[config.mk]
export PLATFORM = sky130hd
export DESIGN_NAME = gpio_input_monitor
export DESIGN_NICKNAME = d
export VERILOG_FILES = /design/src/rtl/gpio_mon_pkg.sv /design/src/rtl/gpio_sync2.sv /design/src/rtl/gpio_input_monitor.sv
export SDC_FILE = /design/constraint.sdc
export NUM_CORES = 1
export LEC_CHECK = 0
export CORE_MARGIN = 2
export CORE_UTILIZATION = 48
export DETAILED_ROUTE_END_ITERATION = 12
export HOLD_SLACK_MARGIN = 0.06
export PLACE_DENSITY = 0.81
export SLEW_MARGIN = 15
export SYNTH_ARGS = -nofsm -noshare
export SYNTH_HDL_FRONTEND = slang
export SYNTH_HIERARCHICAL = 1
export SYNTH_SLANG_ARGS = --single-unit
[constraint.sdc]
create_clock -name core_clk -period 2.2 [get_ports core_clk]
set_input_delay 0.44 -clock core_clk [delete_from_list [all_inputs] [get_ports core_clk]]
set_output_delay 0.44 -clock core_clk [all_outputs]
set_load 0.02 [all_outputs]
[src/rtl/gpio_mon_pkg.sv]
// GPIO input monitor shared types and constants.
// Debounce width default, event FSM states, event codes.
package gpio_mon_pkg;

  localparam int DEB_W_DEF = 8;

  typedef enum logic {
    IDLE    = 1'b0,
    PENDING = 1'b1
  } evt_state_e;

  localparam logic EVT_FALL = 1'b0;
  localparam logic EVT_RISE = 1'b1;

endpackage

[src/rtl/gpio_sync2.sv]
// Two-flop synchronizer for an asynchronous pad input.
// Both flops clear to 0 on reset.
module gpio_sync2 (
  input  logic i_clk,
  input  logic i_rst_n,
  input  logic i_d,
  output logic o_q
);

  logic r_meta;
  logic r_sync;

  // shift the pad level through two flops
  always_ff @(posedge i_clk or negedge i_rst_n) begin
    if (!i_rst_n) begin
      r_meta <= 1'b0;
      r_sync <= 1'b0;
    end else begin
      r_meta <= i_d;
      r_sync <= r_meta;
    end
  end

  assign o_q = r_sync;

endmodule

[src/rtl/gpio_input_monitor.sv]
// Debounced GPIO input with edge event capture.
// Single pending event slot with sticky overrun flag.
module gpio_input_monitor
  import gpio_mon_pkg::*;
#(
  parameter int DEB_W = DEB_W_DEF
) (
`ifdef USE_POWER_PINS
  inout  wire              vccd1,
  inout  wire              vssd1,
`endif
  input  logic             core_clk,
  input  logic             resetn,
  input  logic             gpio_in,
  input  logic [DEB_W-1:0] deb_limit,
  input  logic             irq_en_rise,
  input  logic             irq_en_fall,
  output logic             gpio_level,
  output logic             evt_valid,
  output logic             evt_rise,
  input  logic             evt_ack,
  output logic             evt_overrun
);

  logic             w_sync_in;
  logic             w_diff;
  logic             w_load;
  logic             w_qe;
  logic [DEB_W-1:0] r_cnt;
  logic             r_level;
  logic             r_level_q;

  evt_state_e       r_state;
  evt_state_e       w_state_nxt;
  logic             r_rise;
  logic             w_rise_nxt;
  logic             r_ovr;
  logic             w_ovr_nxt;

  gpio_sync2 u_sync (
    .i_clk   (core_clk),
    .i_rst_n (resetn),
    .i_d     (gpio_in),
    .o_q     (w_sync_in)
  );

  assign w_diff = (w_sync_in != r_level);
  assign w_load = w_diff && (r_cnt >= deb_limit);

  // debounce: count stable differing cycles, accept at the limit
  always_ff @(posedge core_clk or negedge resetn) begin
    if (!resetn) begin
      r_cnt   <= '0;
      r_level <= 1'b0;
    end else if (!w_diff) begin
      r_cnt   <= '0;
    end else if (w_load) begin
      r_cnt   <= '0;
      r_level <= w_sync_in;
    end else begin
      r_cnt   <= r_cnt + 1'b1;
    end
  end

  // previous level, used to spot a level change one cycle later
  always_ff @(posedge core_clk or negedge resetn) begin
    if (!resetn) r_level_q <= 1'b0;
    else         r_level_q <= r_level;
  end

  assign w_qe = (r_level ^ r_level_q) &&
                (r_level ? irq_en_rise : irq_en_fall);

  // event FSM state and payload registers
  always_ff @(posedge core_clk or negedge resetn) begin
    if (!resetn) begin
      r_state <= IDLE;
      r_rise  <= EVT_FALL;
      r_ovr   <= 1'b0;
    end else begin
      r_state <= w_state_nxt;
      r_rise  <= w_rise_nxt;
      r_ovr   <= w_ovr_nxt;
    end
  end

  // event FSM next state: capture, ack, reload or overrun
  always_comb begin
    w_state_nxt = r_state;
    w_rise_nxt  = r_rise;
    w_ovr_nxt   = r_ovr;
    unique case (r_state)
      IDLE: begin
        if (w_qe) begin
          w_state_nxt = PENDING;
          w_rise_nxt  = r_level;
        end
      end
      PENDING: begin
        if (evt_ack) begin
          w_ovr_nxt = 1'b0;
          if (w_qe) w_rise_nxt  = r_level;
          else      w_state_nxt = IDLE;
        end else if (w_qe) begin
          w_ovr_nxt = 1'b1;
        end
      end
      default: w_state_nxt = IDLE;
    endcase
  end

  assign gpio_level  = r_level;
  assign evt_valid   = (r_state == PENDING);
  assign evt_rise    = r_rise;
  assign evt_overrun = r_ovr;

endmodule

==> flow_summary.json, run 1 <==
{
  "setup-tns-final_ns": 0,
  "rsz0062_at_grt": "no",
  "wl_mm": 1.43,
  "fp.dieW_um": 45.6,
  "min_path_type": "reg -> reg",
  "fmax_mhz": 500,
  "finalNetCount": 121,
  "numCtsBuffers": 3,
  "avgViaCountPerCell": 5.24,
  "fin_skew_ns": 0.000905,
  "core-area_um2": 1670,
  "final.min_clock_period_ns": 2.00,
  "grt_max_degree": 16,
  "worst-setup-path-type": "in -> reg",
  "ys_types": 21,
  "combPwrFrac": 0.390,
  "path_max_fanout": 8,
  "power_mw": 0.909,
  "power_switching_mw": 0.320,
  "syn-cell-area_um2": 831,
  "overflow": 0,
  "swShare": 0.352,
  "clockPowerShare": 0.171,
  "hold_violations": 0,
  "critical_path_arrival_ns": 2.14,
  "synth_top_cell_by_area": "dfrtp_1",
  "path_clk_slew_ns": 0.09,
  "ys_seq_elements": 15,
  "placed_area_um2": 1020,
  "setup_viol": 0,
  "cp-end-kind": "register",
  "syn_to_final_growth_pct": 26.4,
  "detail-route-antenna-nets": 0,
  "dr.pass1.iters": 3,
  "ir_worst_vdd_uv": 464,
  "period_share": 0.910,
  "r2r_slack_ns": 0.33,
  "seqPwrFrac": 0.438,
  "diodes": 0,
  "critical_path.slowest_cell": "o311ai_2",
  "numPortBuffers": 17,
  "num_vias": 597,
  "gp_congestion": 0.773,
  "synth_edf_count": 0,
  "p_leak_nw": 0.513,
  "io_pins": 18,
  "crit_chain": "clkdlybuf4s50_1, inv_1, ha_1, nand4_1, o311ai_2, nor2_1",
  "die_y_um": 45.6,
  "worstPathRequired_ns": 2.34,
  "yosysTopAreaCellShare": 0.452,
  "yosysMostFrequentCell": "dfrtp_1",
  "synth_commonest_cells": "dfrtp_1 (15), inv_1 (10), ha_1 (9), nor2_1 (9), xor2_1 (6)",
  "cp_top_family": "compound AO/OA/AOI/OAI gates",
  "dp_slack_ns": -0.112,
  "clk_path_buf_depth": 2,
  "wire_per_inst_um": 12.5,
  "fp.dieArea_um2": 2080,
  "tightestPinTransition_ns": 0.660,
  "drc_errors": 0,
  "cap_violations": 0,
  "place_inst": 110,
  "syn-num-nets": 99,
  "syn_inst": 76,
  "grt_pass1_vias": 588,
  "fillCellCount": 141,
  "cpPeakStageDelay_ns": 0.62,
  "grt_pass1_wl_mm": 2.42,
  "clock_latency_ns": 0.28,
  "synth_area_per_cell_um2": 10.9,
  "p_int_mw": 0.589,
  "cts-resized-gates": 0,
  "async_reset_ff_frac": 1.00,
  "clock-sinks": 15,
  "cts-htree-levels": 1,
  "multiInputGateArea_um2": 418,
  "drt_iter0_drc": 4,
  "path_buf_inv": 2,
  "hold_buffers": 0,
  "stdcell_count": 114,
  "layout_setup_ws_ns": 0.198,
  "cts_tree": "yes",
  "ys_seq_area_frac": 0.452,
  "dpl.hpwl_mm": 1.13,
  "cts_setup_buffers": 0,
  "track_usage": 0.167,
  "clockRootBuffer": "clkbuf_4",
  "slew_violations": 0,
  "slew_headroom": 0.558,
  "yosys_warnings": 6,
  "antenna_found_initial": 0,
  "synth-main-ff-cell": "dfrtp_1",
  "power.density_nw_per_um2": 866,
  "seqCellArea_um2": 375,
  "status": "complete, no violations",
  "post-route-cell-area_um2": 1050,
  "drive_gt1_frac": 0.103,
  "initial_core_util": 0.497,
  "rows": 15,
  "cp-start-kind": "input pin",
  "synthTopCellsByArea": "dfrtp_1 (45%), ha_1 (14%), xor2_1 (6.3%)"
}
## path summary, 6_finish.rpt
kind                       cells past startpoint     startpoint    endpoint
max in group asynchronous                      1         resetn    r_cnt[1]
min in group asynchronous                      1         resetn   r_level_q
max                                            6   deb_limit[7]    r_cnt[5]
max reg2reg                                    6       r_cnt[0]  gpio_level
min reg2reg                                    0  u_sync/r_meta  u_sync/o_q
min                                            0  u_sync/r_meta  u_sync/o_q
## power by group through the flow
stage / sequential, mW / combinational, mW / clock, mW
2_1_floorplan: 0.424 / 0.202 / 0
3_3_place_gp: 0.401 / 0.344 / 0
3_5_place_dp: 0.404 / 0.357 / 0
4_1_cts: 0.398 / 0.359 / 0.162
5_1_grt: 0.412 / 0.389 / 0.175
6_report: 0.398 / 0.355 / 0.156
## placed cells by master, fill, tap and decap left out
master            n
nand3b_1          1
o21ai_0           1
nand4_1           1
mux2_4            1
a2111oi_4         1
nand2_1           2
ha_1              9
nor2_1            9
o31ai_2           1
and3_1            2
nand3_1           5
mux2_2            1
o21bai_1          1
clkbuf_4          3
dfrtp_1          15
a21oi_1           4
xor2_1            6
clkdlybuf4s50_1  17
nand2b_4          1
clkinv_2          1
o311ai_2          1
inv_1            10
xnor2_1           1
o21a_1            3
## per-stage QoR
| step | util | hold slack (ns) |
|---|---|---|
| finish | 0.628 | 0.357 |
| detailed placement | 0.612 | 0.339 |
| CTS | 0.628 | 0.360 |
| global route | 0.628 | 0.362 |
| floorplan | - | 0.144 |
| global placement | 0.612 | 0.337 |
## state kept, by name, summed over array words and instances (netlist names)
signal	count
evt_overrun	1
evt_rise	1
evt_valid	1
gpio_level	1
r_cnt	8
r_level_q	1
u_sync/o_q	1
u_sync/r_meta	1
## routing by layer
| metal | track usage | up-vias | share of wire |
|---|---|---|---|
| met5 | 0 | - | 0 |
| li1 | - | 301 | - |
| met2 | 0.304 | 10 | 0.53 |
| met4 | 0.0588 | 0 | 0.012 |
| met1 | 0.182 | 284 | 0.42 |
| met3 | 0.0476 | 2 | 0.040 |
## worst reg2reg max path: cells and delay by family, from the launching register on
family,cells,cell delay [ns]
AOI/OAI and AO/OA,2,0.53
adders and majority gates,1,0.27
buffers and inverters,1,0.07
DFF,1,0.46
muxes,1,0.30
and+or+nand+nor,1,0.15
## layout make-up
type,count,area share
Timing Repair Buffer,17,0.162
Clock inverter,1,0.00477
Clock buffer,3,0.0215
Sequential cell,15,0.358
Multi-Input combinational cell,51,0.398
Inverter,10,0.0358
Tap cell,17,0.0203
## cell families (layout without fill, tap and decap cells)
kind of cell,count (synthesis),after routing,share of synthesized area
simple gates,21,21,0.128
xor+xnor,7,7,0.0738
buf+inv,10,31,0.0452
mux,2,2,0.0316
fa+ha+maj,9,9,0.136
flops,15,15,0.452
compound gates,12,12,0.134
No activity file was read; power rests on OpenSTA's default activity.
==> run 2: changes to the inputs <==
- GPL_TIMING_DRIVEN: not set -> 0
==> flow_summary.json, run 2 (same netlist as run 1, synthesis figures left out) <==
{
  "busiest_layer": "met2",
  "grtUsageMet2": 0.245,
  "fp.dieArea_um2": 2080,
  "cp-end-kind": "register",
  "drt_iter0_drc": 8,
  "num_vias": 581,
  "clk_path_buf_depth": 2,
  "drc_errors": 0,
  "multiInputGateArea_um2": 418,
  "fp.dieW_um": 45.6,
  "slew_headroom": 0.575,
  "final.min_clock_period_ns": 1.96,
  "grt_pass1_wl_mm": 2.31,
  "whs_ns": 0.357,
  "final_common_cell": "clkdlybuf4s50_1",
  "path_max_fanout": 8,
  "worstPathRequired_ns": 2.35,
  "setup_viol": 0,
  "wl_mm": 1.39,
  "grt_pass1_vias": 559,
  "die_y_um": 45.6,
  "grt_max_degree": 16,
  "rows": 15,
  "overflow": 0,
  "period_share": 0.892,
  "numPortBuffers": 17,
  "dr.pass1.iters": 4,
  "cts_tree": "yes",
  "fmax_mhz": 509,
  "initial_core_util": 0.497,
  "met1_usage": 0.205,
  "power.density_nw_per_um2": 860,
  "finalNetCount": 121,
  "avgViaCountPerCell": 5.10,
  "slew_violations": 0,
  "tightestPinTransition_ns": 0.635,
  "clockRootBuffer": "clkbuf_4",
  "numCtsBuffers": 3,
  "hold_buffers": 0,
  "antenna_found_initial": 0,
  "clock_latency_ns": 0.28,
  "track_usage": 0.157,
  "gp_congestion": 0.737,
  "largest_reg_flops": 8,
  "cts_setup_buffers": 0,
  "seqCellArea_um2": 375,
  "fillCellCount": 132,
  "status": "complete, no violations",
  "hold_violations": 0,
  "syn_to_final_growth_pct": 26.4,
  "met3_usage": 0.0238,
  "cts-htree-levels": 1,
  "worst-setup-path-type": "in -> reg",
  "final_cell_mix": "clkdlybuf4s50_1 (17), dfrtp_1 (15), inv_1 (10), nor2_1 (9), ha_1 (9)",
  "wire_per_inst_um": 12.2,
  "top_register": "r_cnt",
  "dpl.hpwl_mm": 1.09,
  "rsz0062_at_grt": "no",
  "p_leak_nw": 0.513,
  "min_path_type": "reg -> reg",
  "path_clk_slew_ns": 0.09,
  "cts-resized-gates": 0,
  "critical_path_arrival_ns": 2.11,
  "core-area_um2": 1670,
  "diodes": 0,
  "io_pins": 18,
  "place_inst": 110,
  "cap_violations": 0,
  "detail-route-antenna-nets": 0,
  "fin_skew_ns": 0.000748,
  "drive_gt1_frac": 0.103,
  "stdcell_count": 114,
  "ir_worst_vdd_uv": 424,
  "cp-start-kind": "input pin",
  "clock-sinks": 15,
  "setup-tns-final_ns": 0
}
## run 2: layout make-up
class | count | area share
multi-input combinational | 51 | 0.398
timing repair buffer | 17 | 0.162
sequential | 15 | 0.358
clock inverter | 1 | 0.00477
tap | 17 | 0.0203
clock buffer | 3 | 0.0215
inverter | 10 | 0.0358
## run 2: critical path: stages
cell and delay, ns:
clkdlybuf4s50_1 0.45, inv_1 0.04, ha_1 0.30, nand4_1 0.16
o311ai_2 0.61, nor2_1 0.11
## run 2: through the flow
step                total power, mW   util  cell area [um^2]  setup slack, ns
global route                  0.964  0.628              1050           0.0963
finish                        0.903  0.628              1050            0.237
CTS                           0.918  0.628              1050            0.223
global placement              0.745  0.612              1020          -0.0589
detailed placement            0.760  0.612              1020          -0.0885
floorplan                     0.626      -               831            0.445
## run 2: path summary, 6_finish.rpt
check                               from  cells after the start          to  slack [ns]
hold reg to reg            u_sync/r_meta                      0  u_sync/o_q        0.36
setup / recovery            deb_limit[7]                      6    r_cnt[2]        0.24
setup reg to reg                r_cnt[0]                      6  gpio_level        0.31
max in group asynchronous         resetn                      1    r_cnt[0]        1.25
hold / removal             u_sync/r_meta                      0  u_sync/o_q        0.36
min in group asynchronous         resetn                      1    r_cnt[6]        0.55
## run 2: power by group
group          switching (mW)  total, mW  internal (mW)  leakage [nW]
combinational           0.164      0.351          0.187         0.296
sequential             0.0633      0.397          0.334         0.199
clock                  0.0879      0.155         0.0674        0.0177
## run 2: layer usage
metal,routed length [um],vias up
met2,717,11
met3,40,2
met5,0,-
met1,617,270
li1,-,298
met4,11,0
==> run 3: changes to the inputs <==
- CORE_MARGIN: 2 -> not set
- SKIP_LAST_GASP: not set -> 1
==> flow_summary.json, run 3 (same netlist as run 1, synthesis figures left out) <==
{
  "hold_buffers": 0,
  "layout_setup_ws_ns": 0.227,
  "slew_headroom": 0.556,
  "critical_path.slowest_cell": "o311ai_2",
  "multiInputGateArea_um2": 418,
  "ir_worst_vdd_uv": 527,
  "grt_pass1_wl_mm": 2.58,
  "startpoint": "deb_limit[7]",
  "final_common_cell": "clkdlybuf4s50_1",
  "cts_setup_buffers": 0,
  "fmax_mhz": 507,
  "power_mw": 0.914,
  "cap_violations": 0,
  "diodes": 0,
  "hp-start": "u_sync/r_meta",
  "post-route-cell-area_um2": 1050,
  "cts_tree": "yes",
  "cts-resized-gates": 0,
  "grt_max_degree": 16,
  "period_share": 0.897,
  "worstPathRequired_ns": 2.35,
  "gp_congestion": 0.798,
  "final.min_clock_period_ns": 1.97,
  "cp-start-kind": "input pin",
  "cp-end-kind": "register",
  "cpPeakStageDelay_ns": 0.61,
  "reg2reg_from": "r_cnt[0]",
  "num_vias": 603,
  "min_path_type": "reg -> reg",
  "top_register": "r_cnt",
  "hold-path-endpoint": "u_sync/o_q",
  "wl_met2_um": 812,
  "numPortBuffers": 17,
  "timing.rr.end": "gpio_level",
  "io_pins": 18,
  "placed_area_um2": 1020,
  "p_leak_nw": 0.513,
  "detail-route-antenna-nets": 0,
  "hold_violations": 0,
  "numCtsBuffers": 3,
  "fillCellCount": 118,
  "core-area_um2": 1560,
  "syn_to_final_growth_pct": 26.2,
  "crit_chain": "clkdlybuf4s50_1, inv_1, ha_1, nand4_1, o311ai_2, nor2_1",
  "met3_length_um": 65,
  "clock-sinks": 15,
  "dr.pass1.iters": 8,
  "cts-htree-levels": 1,
  "die_y_um": 43.6,
  "avgViaCountPerCell": 5.34,
  "dp_slack_ns": -0.0737,
  "wl_met1_um": 641,
  "top_layer_used": "met4",
  "violations": "DRC",
  "critical_path_arrival_ns": 2.13,
  "rsz0062_at_grt": "no",
  "fp.dieW_um": 43.6,
  "track_usage": 0.196,
  "antenna_found_initial": 0,
  "clock_latency_ns": 0.28,
  "setup-tns-final_ns": 0,
  "grt_pass1_vias": 621,
  "hold_depth": 0,
  "largest_reg_flops": 8,
  "tightestPinTransition_ns": 0.664,
  "drt_iter0_drc": 11,
  "worst-setup-path-type": "in -> reg",
  "power.density_nw_per_um2": 871,
  "r2r_slack_ns": 0.33,
  "seqCellArea_um2": 375,
  "wl_mm": 1.54,
  "path_clk_slew_ns": 0.09,
  "clk_path_buf_depth": 2,
  "rows": 14,
  "slew_violations": 0,
  "setup_viol": 0,
  "initial_core_util": 0.533,
  "status": "finished with violations",
  "drive_gt1_frac": 0.103,
  "path_max_fanout": 8,
  "overflow": 0,
  "clockRootBuffer": "clkbuf_4",
  "final_cell_mix": "clkdlybuf4s50_1 (17), dfrtp_1 (15), inv_1 (10), nor2_1 (9), ha_1 (9)",
  "dpl.hpwl_mm": 1.22,
  "wire_per_inst_um": 13.6,
  "finalNetCount": 121,
  "final_util": 0.673,
  "fp.dieArea_um2": 1900,
  "drc_errors": 1,
  "fin_skew_ns": 0.00564,
  "rr_worst_depth": 6
}
run 3: cell counts in the layout (fill, tap and decap cells not counted):
No cell type changed its count.
run 3: per-layer routing:
| layer | vias to the layer above | global-route usage |
|---|---|---|
| li1 | 300 | - |
| met1 | 283 | 0.222 |
| met2 | 18 | 0.322 |
| met3 | 2 | 0.0542 |
| met4 | 0 | 0.125 |
| met5 | - | 0 |
run 3: worst max path at each step:
| stage | to | slack (ns) | cells after the start |
|---|---|---|---|
| CTS | r_cnt[7] | 0.24 | 6 |
| global route | r_cnt[7] | 0.04 | 6 |
| floorplan | gpio_level | 0.44 | 5 |
| finish | r_cnt[7] | 0.23 | 6 |
| global placement | r_cnt[3] | -0.05 | 6 |
| detailed placement | r_cnt[7] | -0.07 | 6 |
run 3: power by group:
group / internal (mW) / leakage (nW) / switching (mW)
logic: 0.187 / 0.296 / 0.172
clock network: 0.0675 / 0.0177 / 0.0885
registers: 0.334 / 0.199 / 0.0646
run 3: critical path: cells and delay by family:
family | cells | cell delay [ns]
AO/OA/AOI/OAI | 1 | 0.61
buffers and inverters | 2 | 0.49
adder cells (fa/ha/maj) | 1 | 0.31
AND/OR/NAND/NOR | 2 | 0.27
run 3: per-stage QoR:
| step | hold WS (ns) | std cells |
|---|---|---|
| after detailed placement | 0.335 | 109 |
| after global placement | 0.334 | 109 |
| after floorplan | 0.144 | 76 |
| after global routing | 0.371 | 113 |
| after CTS | 0.355 | 113 |
| final | 0.353 | 113 |
run 3: final cells by class:
| class | instances | area share |
|---|---|---|
| clock buffers | 3 | 0.0215 |
| clock inverters | 1 | 0.00477 |
| inverters | 10 | 0.0358 |
| multi-input cells | 51 | 0.399 |
| flip-flops and latches | 15 | 0.358 |
| well taps | 16 | 0.0191 |
| repair buffers | 17 | 0.162 |
